**config.mk**
```make
export PLATFORM = sky130hd
export DESIGN_NAME = parity_stream_check
export DESIGN_NICKNAME = d
export VERILOG_FILES = /design/src/rtl/parity_stream_check.sv
export SDC_FILE = /design/constraint.sdc
export NUM_CORES = 1
export LEC_CHECK = 0
export BUFFER_PORTS_ARGS = -buffer_cell sky130_fd_sc_hd__buf_2
export CAP_MARGIN = 10
export CORE_UTILIZATION = 55
export CTS_CLUSTER_DIAMETER = 150
export DETAILED_ROUTE_END_ITERATION = 7
export GPL_TIMING_DRIVEN = 0
export HOLD_SLACK_MARGIN = 0.15
export PLACE_DENSITY = 0.77
export SYNTH_ARGS = -nofsm -noshare
export SYNTH_HDL_FRONTEND = slang
export SYNTH_SLANG_ARGS = --single-unit
```
**constraint.sdc**
```tcl
create_clock -name clk -period 4.4 [get_ports clk]
set_input_delay 0.44 -clock clk [delete_from_list [all_inputs] [get_ports clk]]
set_output_delay 0.44 -clock clk [all_outputs]
set_load 0.1 [all_outputs]
```
**src/rtl/parity_stream_check.sv**
```systemverilog
// Parity stream checker: checks the even parity of each incoming word, gathers
// per-frame statistics, and queues finished frame results in a 2-entry FIFO.
module parity_stream_check #(
  parameter int unsigned CNT_W = 8
) (
  input  logic             clk,
  input  logic             rst_n,
  input  logic             in_valid,
  output logic             in_ready,
  input  logic [15:0]      in_data,
  input  logic             in_par,
  input  logic             in_last,
  output logic             out_valid,
  input  logic             out_ready,
  output logic             out_err,
  output logic [CNT_W-1:0] out_err_cnt,
  output logic             out_par,
  output logic [CNT_W-1:0] out_len,
  input  logic             clr,
  output logic [15:0]      err_total
);

  localparam int unsigned DATA_W     = 16;
  localparam int unsigned TOT_W      = 16;
  localparam int unsigned FIFO_DEPTH = 2;
  localparam int unsigned PTR_W      = 2;

  localparam logic [CNT_W-1:0] CNT_MAX = '1;
  localparam logic [TOT_W-1:0] TOT_MAX = '1;

  // One finished-frame result as held in the FIFO.
  typedef struct packed {
    logic             err;
    logic [CNT_W-1:0] err_cnt;
    logic             par;
    logic [CNT_W-1:0] len;
  } result_t;

  typedef enum logic {
    IDLE  = 1'b0,
    ACCUM = 1'b1
  } state_t;

  state_t             state_q, state_d;

  logic [CNT_W-1:0]   err_cnt_q, err_cnt_d;
  logic               par_acc_q, par_acc_d;
  logic [CNT_W-1:0]   len_q, len_d;

  result_t            head_q, head_d;
  result_t            tail_q, tail_d;
  logic [PTR_W-1:0]   count_q, count_d;

  logic               out_valid_d;
  logic               in_ready_d;
  logic [TOT_W-1:0]   err_total_d;

  logic               accept_c;
  logic               pop_c;
  logic               push_c;
  logic               word_par_c;
  logic               word_err_c;
  logic [CNT_W-1:0]   err_base_c, err_nxt_c;
  logic               par_base_c, par_nxt_c;
  logic [CNT_W-1:0]   len_base_c, len_nxt_c;
  result_t            new_res_c;

  // Handshake qualifiers and per-word parity.
  always_comb begin
    accept_c   = in_valid & in_ready;
    pop_c      = out_valid & out_ready;
    push_c     = accept_c & in_last;
    word_par_c = ^in_data[DATA_W-1:0];
    word_err_c = word_par_c ^ in_par;
  end

  // Frame FSM next state: open on a non-last accept, close on a last accept.
  always_comb begin
    state_d = state_q;
    case (state_q)
      IDLE: begin
        if (accept_c && !in_last) begin
          state_d = ACCUM;
        end
      end
      ACCUM: begin
        if (accept_c && in_last) begin
          state_d = IDLE;
        end
      end
      default: state_d = IDLE;
    endcase
  end

  // Frame FSM state register.
  always_ff @(posedge clk or negedge rst_n) begin
    if (!rst_n) begin
      state_q <= IDLE;
    end else begin
      state_q <= state_d;
    end
  end

  // Accumulator update: a new frame starts from zero, counters saturate.
  always_comb begin
    err_base_c = (state_q == ACCUM) ? err_cnt_q : '0;
    par_base_c = (state_q == ACCUM) ? par_acc_q : 1'b0;
    len_base_c = (state_q == ACCUM) ? len_q     : '0;

    err_nxt_c = err_base_c;
    if (word_err_c && (err_base_c != CNT_MAX)) begin
      err_nxt_c = err_base_c + CNT_W'(1);
    end
    len_nxt_c = len_base_c;
    if (len_base_c != CNT_MAX) begin
      len_nxt_c = len_base_c + CNT_W'(1);
    end
    par_nxt_c = par_base_c ^ word_par_c;

    new_res_c.err     = (err_nxt_c != '0);
    new_res_c.err_cnt = err_nxt_c;
    new_res_c.par     = par_nxt_c;
    new_res_c.len     = len_nxt_c;

    err_cnt_d = err_cnt_q;
    par_acc_d = par_acc_q;
    len_d     = len_q;
    if (accept_c) begin
      if (in_last) begin
        err_cnt_d = '0;
        par_acc_d = 1'b0;
        len_d     = '0;
      end else begin
        err_cnt_d = err_nxt_c;
        par_acc_d = par_nxt_c;
        len_d     = len_nxt_c;
      end
    end
  end

  // Accumulator registers.
  always_ff @(posedge clk or negedge rst_n) begin
    if (!rst_n) begin
      err_cnt_q <= '0;
      par_acc_q <= 1'b0;
      len_q     <= '0;
    end else begin
      err_cnt_q <= err_cnt_d;
      par_acc_q <= par_acc_d;
      len_q     <= len_d;
    end
  end

  // Result FIFO as a two-stage shift queue so the head is always a register.
  always_comb begin
    head_d  = head_q;
    tail_d  = tail_q;
    count_d = count_q;
    case ({push_c, pop_c})
      2'b10: begin
        if (count_q == '0) begin
          head_d = new_res_c;
        end else begin
          tail_d = new_res_c;
        end
        count_d = count_q + PTR_W'(1);
      end
      2'b01: begin
        head_d  = tail_q;
        tail_d  = '0;
        count_d = count_q - PTR_W'(1);
      end
      2'b11: begin
        // Push is only possible below full, so a concurrent pop leaves one entry.
        if (count_q == PTR_W'(1)) begin
          head_d = new_res_c;
        end else begin
          head_d = tail_q;
          tail_d = new_res_c;
        end
      end
      default: begin
        count_d = count_q;
      end
    endcase
    out_valid_d = (count_d != '0);
    in_ready_d  = (count_d < PTR_W'(FIFO_DEPTH));
  end

  // FIFO storage and the handshake flags derived from its occupancy.
  always_ff @(posedge clk or negedge rst_n) begin
    if (!rst_n) begin
      head_q    <= '0;
      tail_q    <= '0;
      count_q   <= '0;
      out_valid <= 1'b0;
      in_ready  <= 1'b1;
    end else begin
      head_q    <= head_d;
      tail_q    <= tail_d;
      count_q   <= count_d;
      out_valid <= out_valid_d;
      in_ready  <= in_ready_d;
    end
  end

  // Lifetime bad-word counter; clear wins over a coincident increment.
  always_comb begin
    err_total_d = err_total;
    if (clr) begin
      err_total_d = '0;
    end else if (accept_c && word_err_c && (err_total != TOT_MAX)) begin
      err_total_d = err_total + TOT_W'(1);
    end
  end

  // Lifetime counter register.
  always_ff @(posedge clk or negedge rst_n) begin
    if (!rst_n) begin
      err_total <= '0;
    end else begin
      err_total <= err_total_d;
    end
  end

  // Result payload is the FIFO head register.
  assign out_err     = head_q.err;
  assign out_err_cnt = head_q.err_cnt;
  assign out_par     = head_q.par;
  assign out_len     = head_q.len;

endmodule

```
==> flow_summary.yaml, run 1 <==
logic_synthesis:
  syn-cell-area_um2: 4041
  synth_area_leaders: "dfrtp_1, nand2_1, xnor2_1"
  synth-edff-count: 0
  yosysTopAreaCell: "dfrtp_1"
  ys_warn_count: 0
  synth_xor_area_share_pct: 8.111
  synthMuxAreaShare_pct: 1.827
  synth_top_family_by_area: "simple AND/OR/NAND/NOR gates"
  synth-simple-area-share_pct: 20.96
  synthCells: 426
  synth-seq-cells: 74
  ys_seq_area_share_pct: 45.85
  syn_avg_cell_area_um2: 9.487
  synth_fp_nets: 457
  synth_compound_area_share_pct: 17.28
  synth_cell_types: 55
  yosys.area_share.adder_pct: 2.477
  synth_top_cell_area_share_pct: 45.20
  synthArstFlopShare_pct: 100.0
  ys.flop_type: "dfrtp_1"
clock_network:
  clk_pin_slew_worst_paths_ns: 0.08
  cts_tree: "yes"
  cts_root_buffer: "clkbuf_8"
  cts_buffers: 9
  numClockSinks: 74
  clk_latency_ns: 0.35
  clockBufferDepth: 2
  cts-htree-levels: 3
  cts_resized: 0
cells_and_area:
  area_growth_pct: 16.44
  n_antenna_cell: 0
  drive_gt1_share_pct: 19.36
  multi_input_area_um2: 2047
  regArea_um2: 1853
  final_cell_area_um2: 4706
  utilization_pct: 67.77
  fillCellCount: 566
  fin_nets: 527
routing:
  postRouteAntennaNets: 0
  drt_iter0_drc: 292
  drc: 0
  vias: 3495
  wirelength_um: 9599
  vias_per_cell: 5.854
  dr.pass1.iters: 4
  wl_per_cell_um: 16.08
global_routing:
  grt_pass1_wl_um: 15950
  met2_usage_pct: 43.55
  grt_use_total_pct: 27.53
  grt-busiest-layer: "met2"
  grt_pass1_vias: 3273
  gr-usage-met3_pct: 3.582
  use_met1_pct: 38.76
  grt_max_degree: 46
  grt-ovfl-total: 0
  antenna_found_initial: 0
timing:
  setup_viol: 0
  hold_viol_final: 0
  worstMarginPinSlew_ns: 0.7094
  rsz0062_at_grt: "false"
  fin_skew_ns: 0.009456
  tns_ns: 0
  maxSlewHeadroom_pct: 52.53
  finalCriticalPeriod_ns: 3.400
  timing.final.crit_share_pct: 77.28
  drv_slew: 0
  fmax_ghz: 0.2941
power_and_ir_drop:
  p_per_area_nw_per_um2: 683.8
  power_switching_mw: 1.663
  swShare_pct: 51.69
  p_clk_share_pct: 18.2
  seqPwrFrac_pct: 28.3
  total_leakage_power_nw: 2.138
  ir_drop_mv: 0.5326
  p_int_mw: 1.555
  pwr-share-comb_pct: 53.5
floorplan:
  dieArea_um2: 7695
  fp-row-count: 30
  core_area_um2: 6944
  fp.dieW_um: 87.72
  fp.dieH_um: 87.72
  io_pins: 59
  initial_utilization_pct: 58.20
placement:
  placed_area_um2: 4477
  hpwl_um: 6743
  portBuffers: 57
  gp_congestion: 0.8471
setup_path:
  crit_arrival_ns: 3.68
  path_class: "reg -> reg"
  worstPathMaxFanout: 10
  worstPathRequired_ns: 4.68
  cp_slowest_cell: "clkbuf_1"
  crit_chain: "and2_1 -> buf_1 -> nand2_1 -> inv_1 -> ha_1 -> a21oi_1 -> nor2_1 -> clkbuf_1 -> a22oi_1 -> a21oi_1"
  end_kind: "flip-flop"
  path_common_cell: "a21oi_1"
  start_kind: "flip-flop"
  max_stage_delay_ns: 0.60
hold_path:
  hold_path.class: "in -> reg"
run_status:
  status: "finished clean"
flow_run:
  drv_cap: 0
per-layer routing:
layer	wire, um	up-vias
li1	-	1659
met1	4374	1692
met2	4489	130
met3	580	14
met4	154	0
met5	0	-
worst max-delay path, delay by kind of cell, from the launching register on:
kind / cells / cell delay, ns
flip-flops: 1 / 0.54
AND/OR/NAND/NOR: 3 / 0.93
adder cells (fa/ha/maj): 1 / 0.24
buffers and inverters: 3 / 1.18
AO/OA/AOI/OAI: 3 / 0.45
final timing paths:
| check | startpoint | to | slack [ns] | depth (start not counted) |
|---|---|---|---|---|
| min in group asynchronous | rst_n | err_total[6] | 0.57 | 2 |
| max in group asynchronous | rst_n | out_len[1] | 3.28 | 3 |
| min | in_last | err_cnt_q[0] | 0.35 | 2 |
| min reg2reg | count_q[1] | in_ready | 0.46 | 1 |
| max reg2reg | in_ready | out_len[5] | 1.0 | 10 |
| max | in_ready | out_len[5] | 1.0 | 10 |
synthesized netlist by cell type, types with 9 or more instances:
library cell and number:
clkbuf_1 16, nand4_1 13, inv_1 11, nand2_1 54, dfrtp_1 73, nor2_1 41, xnor2_1 21, a21oi_1 27
o21ai_0 23, nand3_1 9, a22o_1 12
cells by family after synthesis:
logic type | Yosys count
DFF | 74
adders and majority gates | 8
AOI/OAI and AO/OA | 108
muxes | 7
and+or+nand+nor | 164
buffers and inverters | 33
xor gates and xnor gates | 32
registers in the layout, indices dropped and copies added (netlist names), named ones only:
register     count
count_q          2
out_err          1
out_err_cnt      8
err_total       16
in_ready         1
out_valid        1
tail_q          18
len_q            8
err_cnt_q        8
par_acc_q        1
out_par          1
out_len          8
what timing repair did:
action                    4_1_cts  5_1_grt
buffers inserted                0        0
hold endpoints to repair       28        0
hold buffers                    1        0
layout by cell type, fill, tap and decap left out, drive strengths merged, types with 2 or more instances in the layout:
master	instances
a21o	2
a21oi	28
a22o	12
a22oi	5
a31oi	7
a32oi	3
a41oi	2
and2	5
and3	7
and4	4
buf	64
bufinv	2
clkbuf	27
clkinv	2
dfrtp	73
ha	8
inv	11
mux2	3
mux2i	4
nand2	54
nand2b	4
nand3	10
nand4	15
nor2	41
nor3	4
nor4	5
o21a	2
o21ai	30
o21bai	3
o31ai	10
or2	5
or3	5
xnor2	21
xnor3	2
xor2	8
layout make-up:
cell class	count	share of cell area (%)
plain buffers	22	2.127
clock buffers	11	3.005
clock inverters	5	1.648
inverters	11	0.8774
multi-input cells	319	43.50
flip-flops and latches	74	39.38
well taps	96	2.553
repair buffers	59	6.913
power groups by stage:
stage / Clock [mW] / Combinational, mW / Sequential (mW)
after floorplan: 0 / 0.689 / 1.58
after global placement: 0 / 1.68 / 0.918
after detailed placement: 0 / 1.71 / 0.925
after CTS: 0.595 / 1.72 / 0.912
after global routing: 0.621 / 1.83 / 0.931
final: 0.586 / 1.72 / 0.912
per-stage QoR:
| step | worst slack [ns] | hold slack [ns] | cells | power [mW] |
|---|---|---|---|---|
| after floorplan | 1.550 | 0.1444 | 426 | 2.270 |
| after global routing | 0.7787 | 0.3531 | 597 | 3.382 |
| after CTS | 1.031 | 0.3412 | 597 | 3.225 |
| final | 0.9998 | 0.3519 | 597 | 3.218 |
| after detailed placement | 1.053 | 0.3996 | 580 | 2.634 |
| after global placement | 1.084 | 0.4537 | 579 | 2.598 |
(Power assumes the default switching activity.)
==> run 2, diff against run 1 <==
ABC_AREA = 1   (was not set)
CORE_UTILIZATION = 52   (was 55)
PLACE_DENSITY = 0.76   (was 0.77)
clock period = 2.9 ns   (was 4.4 ns; I/O delays follow)
==> flow_summary.yaml, run 2 <==
cells_and_area:
  largest_reg_flops: 18
  final_cell_mix: "nand2_1, inv_1, dfrtp_1, buf_2, nor2_1"
  layout_commonest_cell: "nand2_1"
  utilization_pct: 61.82
  drive_gt1_share_pct: 19.39
  regMostFlops: "tail_q"
  fin_nets: 686
  top_regs: "tail_q (18), err_total (16)"
  n_antenna_cell: 0
  area_growth_pct: 15.30
global_routing:
  grt-ovfl-total: 0
  grt_use_total_pct: 25.51
  gr-usage-met3_pct: 4.207
  grt_max_degree: 56
  grt-busiest-layer: "met2"
  antenna_found_initial: 0
  met2_usage_pct: 42.40
  use_met1_pct: 33.09
  grt_pass1_wl_um: 17300
  grt_pass1_vias: 3786
timing:
  tns_ns: 0
  setup_viol: 0
  fin_skew_ns: 0.009885
  timing.final.crit_share_pct: 92.68
  hold_ws_ns: 0.2179
  fmax_ghz: 0.3720
  setup_slack_ns: 0.2121
  drv_slew: 0
  hold_viol_final: 0
  finalCriticalPeriod_ns: 2.688
  worstMarginPinSlew_ns: 0.6046
  maxSlewHeadroom_pct: 59.70
  rsz0062_at_grt: "false"
logic_synthesis:
  synth.most_common_cell: "nand2_1"
  yosysTopAreaCell: "dfrtp_1"
  synth-edff-count: 0
  synth_cell_types: 39
  synth_area_leaders: "dfrtp_1, nand2_1, inv_1"
  synthArstFlopShare_pct: 100.0
  ys.flop_type: "dfrtp_1"
  syn_avg_cell_area_um2: 7.505
  ys_warn_count: 0
  synth_top_cell_area_share_pct: 41.68
  synth_fp_nets: 615
  synthCells: 584
  synth-seq-cells: 74
  syn-cell-area_um2: 4383
  synth_common_cells: "nand2_1, inv_1, dfrtp_1, nor2_1, o21ai_0"
  ys_seq_area_share_pct: 42.28
placement:
  portBuffers: 58
  pre_cts_ws_ns: 0.1831
  gp_congestion: 0.8901
  hpwl_um: 7470
clock_network:
  numClockSinks: 74
  cts_root_buffer: "clkbuf_8"
  clockBufferDepth: 2
  cts-htree-levels: 3
  clk_pin_slew_worst_paths_ns: 0.08
  clk_latency_ns: 0.36
  cts_buffers: 9
  cts_tree: "yes"
  postCtsSetupBuffers: 0
floorplan:
  fp.dieW_um: 93.81
  io_pins: 59
  initial_utilization_pct: 53.61
  core_area_um2: 8175
  fp-row-count: 33
  fp.dieH_um: 93.81
  dieArea_um2: 8800
setup_path:
  crit_arrival_ns: 2.93
  rrSetupSlack_ns: 0.21
  worstPathRequired_ns: 3.14
  path_class: "reg -> reg"
  start_kind: "flip-flop"
  end_kind: "flip-flop"
  worstPathMaxFanout: 10
routing:
  vias: 4050
  dr.pass1.iters: 5
  vias_per_cell: 5.294
  postRouteAntennaNets: 0
  drc: 0
  wl_per_cell_um: 13.38
  wirelength_um: 10240
  drt_iter0_drc: 225
hold_path:
  hold_path.class: "in -> reg"
run_status:
  status: "finished clean"
power_and_ir_drop:
  total_leakage_power_nw: 2.593
  ir_drop_mv: 0.8651
  p_per_area_nw_per_um2: 894.2
flow_run:
  drv_cap: 0
==> run 2: through the flow <==
step,power (mW),instance area [um2],instances
after detailed placement,3.692,4835,748
final,4.519,5054,765
after global routing,4.753,5054,765
after floorplan,3.219,4383,584
after global placement,3.642,4805,747
after CTS,4.531,5050,765
==> run 2: logic make-up after synthesis <==
logic type,synth area share (%)
and+or+nand+nor,29.18
buffers and inverters,9.963
AOI/OAI and AO/OA,13.70
DFF,42.28
xor gates and xnor gates,2.598
adders and majority gates,2.284
==> run 2: path summary, 6_finish.rpt <==
path	startpoint	end	cells after the start
worst max register to register	in_ready	out_err_cnt[7]	11
worst min register to register	par_acc_q	par_acc_q	2
max in group asynchronous	rst_n	out_err_cnt[5]	3
min in group asynchronous	rst_n	err_total[2]	2
worst max-delay path	in_ready	out_err_cnt[7]	11
worst min-delay path	clr	err_total[15]	2
==> run 2: area by class of cell <==
cell class | instances | area (um2)
Timing Repair Buffer | 60 | 330.3
Fill cell | 755 | 3122
Inverter | 95 | 356.6
Clock inverter | 4 | 50.05
Clock buffer | 12 | 155.1
Buffer | 14 | 80.08
Tap cell | 105 | 131.4
Multi-Input combinational cell | 401 | 2097
Sequential cell | 74 | 1853
==> run 2: worst max-delay path, cell delays in order, from the launching register on <==
cell	delay, ns
dfstp_2	0.54
nand2_1	0.12
nor2_1	0.21
inv_1	0.10
ha_1	0.24
inv_1	0.08
o21ai_0	0.15
nand2_1	0.32
clkbuf_1	0.39
o21ai_0	0.13
a21oi_1	0.23
nor2_1	0.06
==> run 2: repair_timing <==
item | 4_1_cts | 5_1_grt
hold buffers | 1 | 0
setup endpoints to repair | 0 | 9
gates resized for setup | 0 | 1
hold endpoints to repair | 19 | 0
==> run 2: power breakdown <==
part | switching [mW] | total, mW | internal [mW]
Combinational | 1.82 | 2.28 | 0.460
Clock | 0.392 | 0.835 | 0.443
Sequential | 0.129 | 1.40 | 1.27
==> run 2: metal layers <==
layer  part of all wire (%)  vias to the layer above
met5                      0                        -
met4                    2.0                        0
met3                    4.9                       18
met2                     49                      112
met1                     44                     1907
li1                       -                     2013
==> run 3, diff against run 2 <==
CELL_PAD_IN_SITES_DETAIL_PLACEMENT = 2   (was not set)
CELL_PAD_IN_SITES_GLOBAL_PLACEMENT = 2   (was not set)
CORE_UTILIZATION = 30   (was 52)
HOLD_SLACK_MARGIN = not set   (was 0.15)
PLACE_DENSITY = not set   (was 0.76)
PLACE_DENSITY_LB_ADDON = 0.1   (was not set)
==> flow_summary.yaml, run 3 (synthesis results as in run 2) <==
floorplan:
  fp.dieH_um: 122.9
  initial_utilization_pct: 31.21
  dieArea_um2: 15100
  io_pins: 59
  fp.dieW_um: 122.9
  core_area_um2: 14040
  fp-row-count: 43
power_and_ir_drop:
  total_leakage_power_nw: 2.647
  p_per_area_nw_per_um2: 948.0
  ir_drop_mv: 0.6823
routing:
  wirelength_um: 14180
  wl_per_cell_um: 16.92
  dr.pass1.iters: 4
  vias: 4227
  drt_iter0_drc: 109
  postRouteAntennaNets: 0
  vias_per_cell: 5.044
  drc: 0
setup_path:
  max_stage_delay_ns: 0.34
  worstRegToRegCells: 14
  crit_arrival_ns: 2.79
  worstPathRequired_ns: 3.13
  path_common_cell: "nor2_1"
  cp_slowest_cell: "dfrtp_1"
  rrSetupSlack_ns: 0.34
  reg2reg_to: "out_len[5]"
  start_kind: "flip-flop"
  crit_chain: "buf_4 -> buf_2 -> nand2_1 -> inv_1 -> ha_1 -> nand2_1 -> nor2_1 -> nand3_1 -> nor2_1 -> nand2_2 -> nand3_1 -> xor2_1 -> nor2_1 -> o22a_1"
  path_buf_inv: 3
  end_kind: "flip-flop"
  worstPathMaxFanout: 10
  cp_top_family: "simple AND/OR/NAND/NOR gates"
  path_class: "reg -> reg"
placement:
  hpwl_um: 10450
  gp_congestion: 0.7718
  placed_area_um2: 4928
  portBuffers: 58
timing:
  tns_ns: 0
  timing.final.crit_share_pct: 88.23
  hold_viol_final: 0
  fin_skew_ns: 0.009130
  rsz0062_at_grt: "false"
  fmax_ghz: 0.3908
  maxSlewHeadroom_pct: 54.03
  finalCriticalPeriod_ns: 2.559
  drv_slew: 0
  setup_viol: 0
  worstMarginPinSlew_ns: 0.6895
global_routing:
  grt_max_degree: 63
  grt_pass1_wl_um: 23600
  antenna_found_initial: 0
  grt-ovfl-total: 0
  grt_pass1_vias: 4633
  grt_use_total_pct: 20.53
cells_and_area:
  final_cell_mix: "nand2_1, inv_1, dfrtp_1, buf_2, nor2_1"
  largest_reg_flops: 18
  final_cell_area_um2: 5266
  regMostFlops: "tail_q"
  area_growth_pct: 20.15
  drive_gt1_share_pct: 19.45
  layout_commonest_cell: "nand2_1"
  top_regs: "tail_q (18), err_total (16)"
  n_antenna_cell: 0
  fin_nets: 685
run_status:
  status: "finished clean"
clock_network:
  cts_tree: "yes"
  numClockSinks: 74
  postCtsSetupBuffers: 0
  clk_pin_slew_worst_paths_ns: 0.06
  clockBufferDepth: 2
  cts-htree-levels: 3
  cts_buffers: 9
  clk_latency_ns: 0.34
  cts_root_buffer: "clkbuf_16"
hold_path:
  hold_path.class: "in -> reg"
  hp-start: "clr"
  hold_depth: 2
  hold_end: "err_total[13]"
flow_run:
  drv_cap: 0
-- run 3: area by class of cell --
cell class                 instances  area [um2]
sequential                        74        1853
timing repair buffer              60       330.3
clock buffer                      11       252.7
tap                              180       225.2
inverter                          95       356.6
clock inverter                     4       75.07
buffer                            13       76.32
multi-input combinational        401        2097
fill                            1632        8776
-- run 3: per-stage QoR --
step	setup slack, ns	util [%]	hold WS [ns]	std cells	power (mW)
after CTS	0.1293	37.50	0.2470	839	5.064
final	0.3412	37.50	0.2612	838	4.992
after global routing	0.04137	37.50	0.2678	838	5.273
after detailed placement	0.1249	35.10	0.1826	823	3.791
after global placement	0.2730	34.88	0.4537	822	3.719
after floorplan	0.3529	-	-0.005591	584	3.219
-- run 3: timing repair --
item                                   4_1_cts  5_1_grt
setup endpoints to repair                    0       10
endpoints found under the hold margin       12        0
hold buffers                                 1        0
resized for setup                            0        1
-- run 3: report_power, final --
part	switching [mW]	internal, mW	leakage, nW
Sequential	0.136	1.27	0.971
Clock	0.449	0.796	0.154
Combinational	1.88	0.461	1.52
Total	2.46	2.53	2.65
-- run 3: per-layer routing --
metal	vias up	global-route usage, %	wire, um
li1	2020	-	-
met3	10	3.253	272
met1	2155	24.78	6288
met4	0	5.869	144
met2	42	37.25	7476
met5	-	0	0
-- run 3: worst max-delay path by stage --
stage,from,end,slack [ns],depth (start not counted)
after detailed placement,in_ready,out_err_cnt[7],0.12,9
final,flip-flop,out_len[5],0.34,14
after global placement,in_ready,out_err_cnt[7],0.27,9
after global routing,flip-flop,out_len[5],0.04,14
after floorplan,err_total[0],err_total[2],0.35,11
after CTS,in_ready,out_err_cnt[7],0.13,9
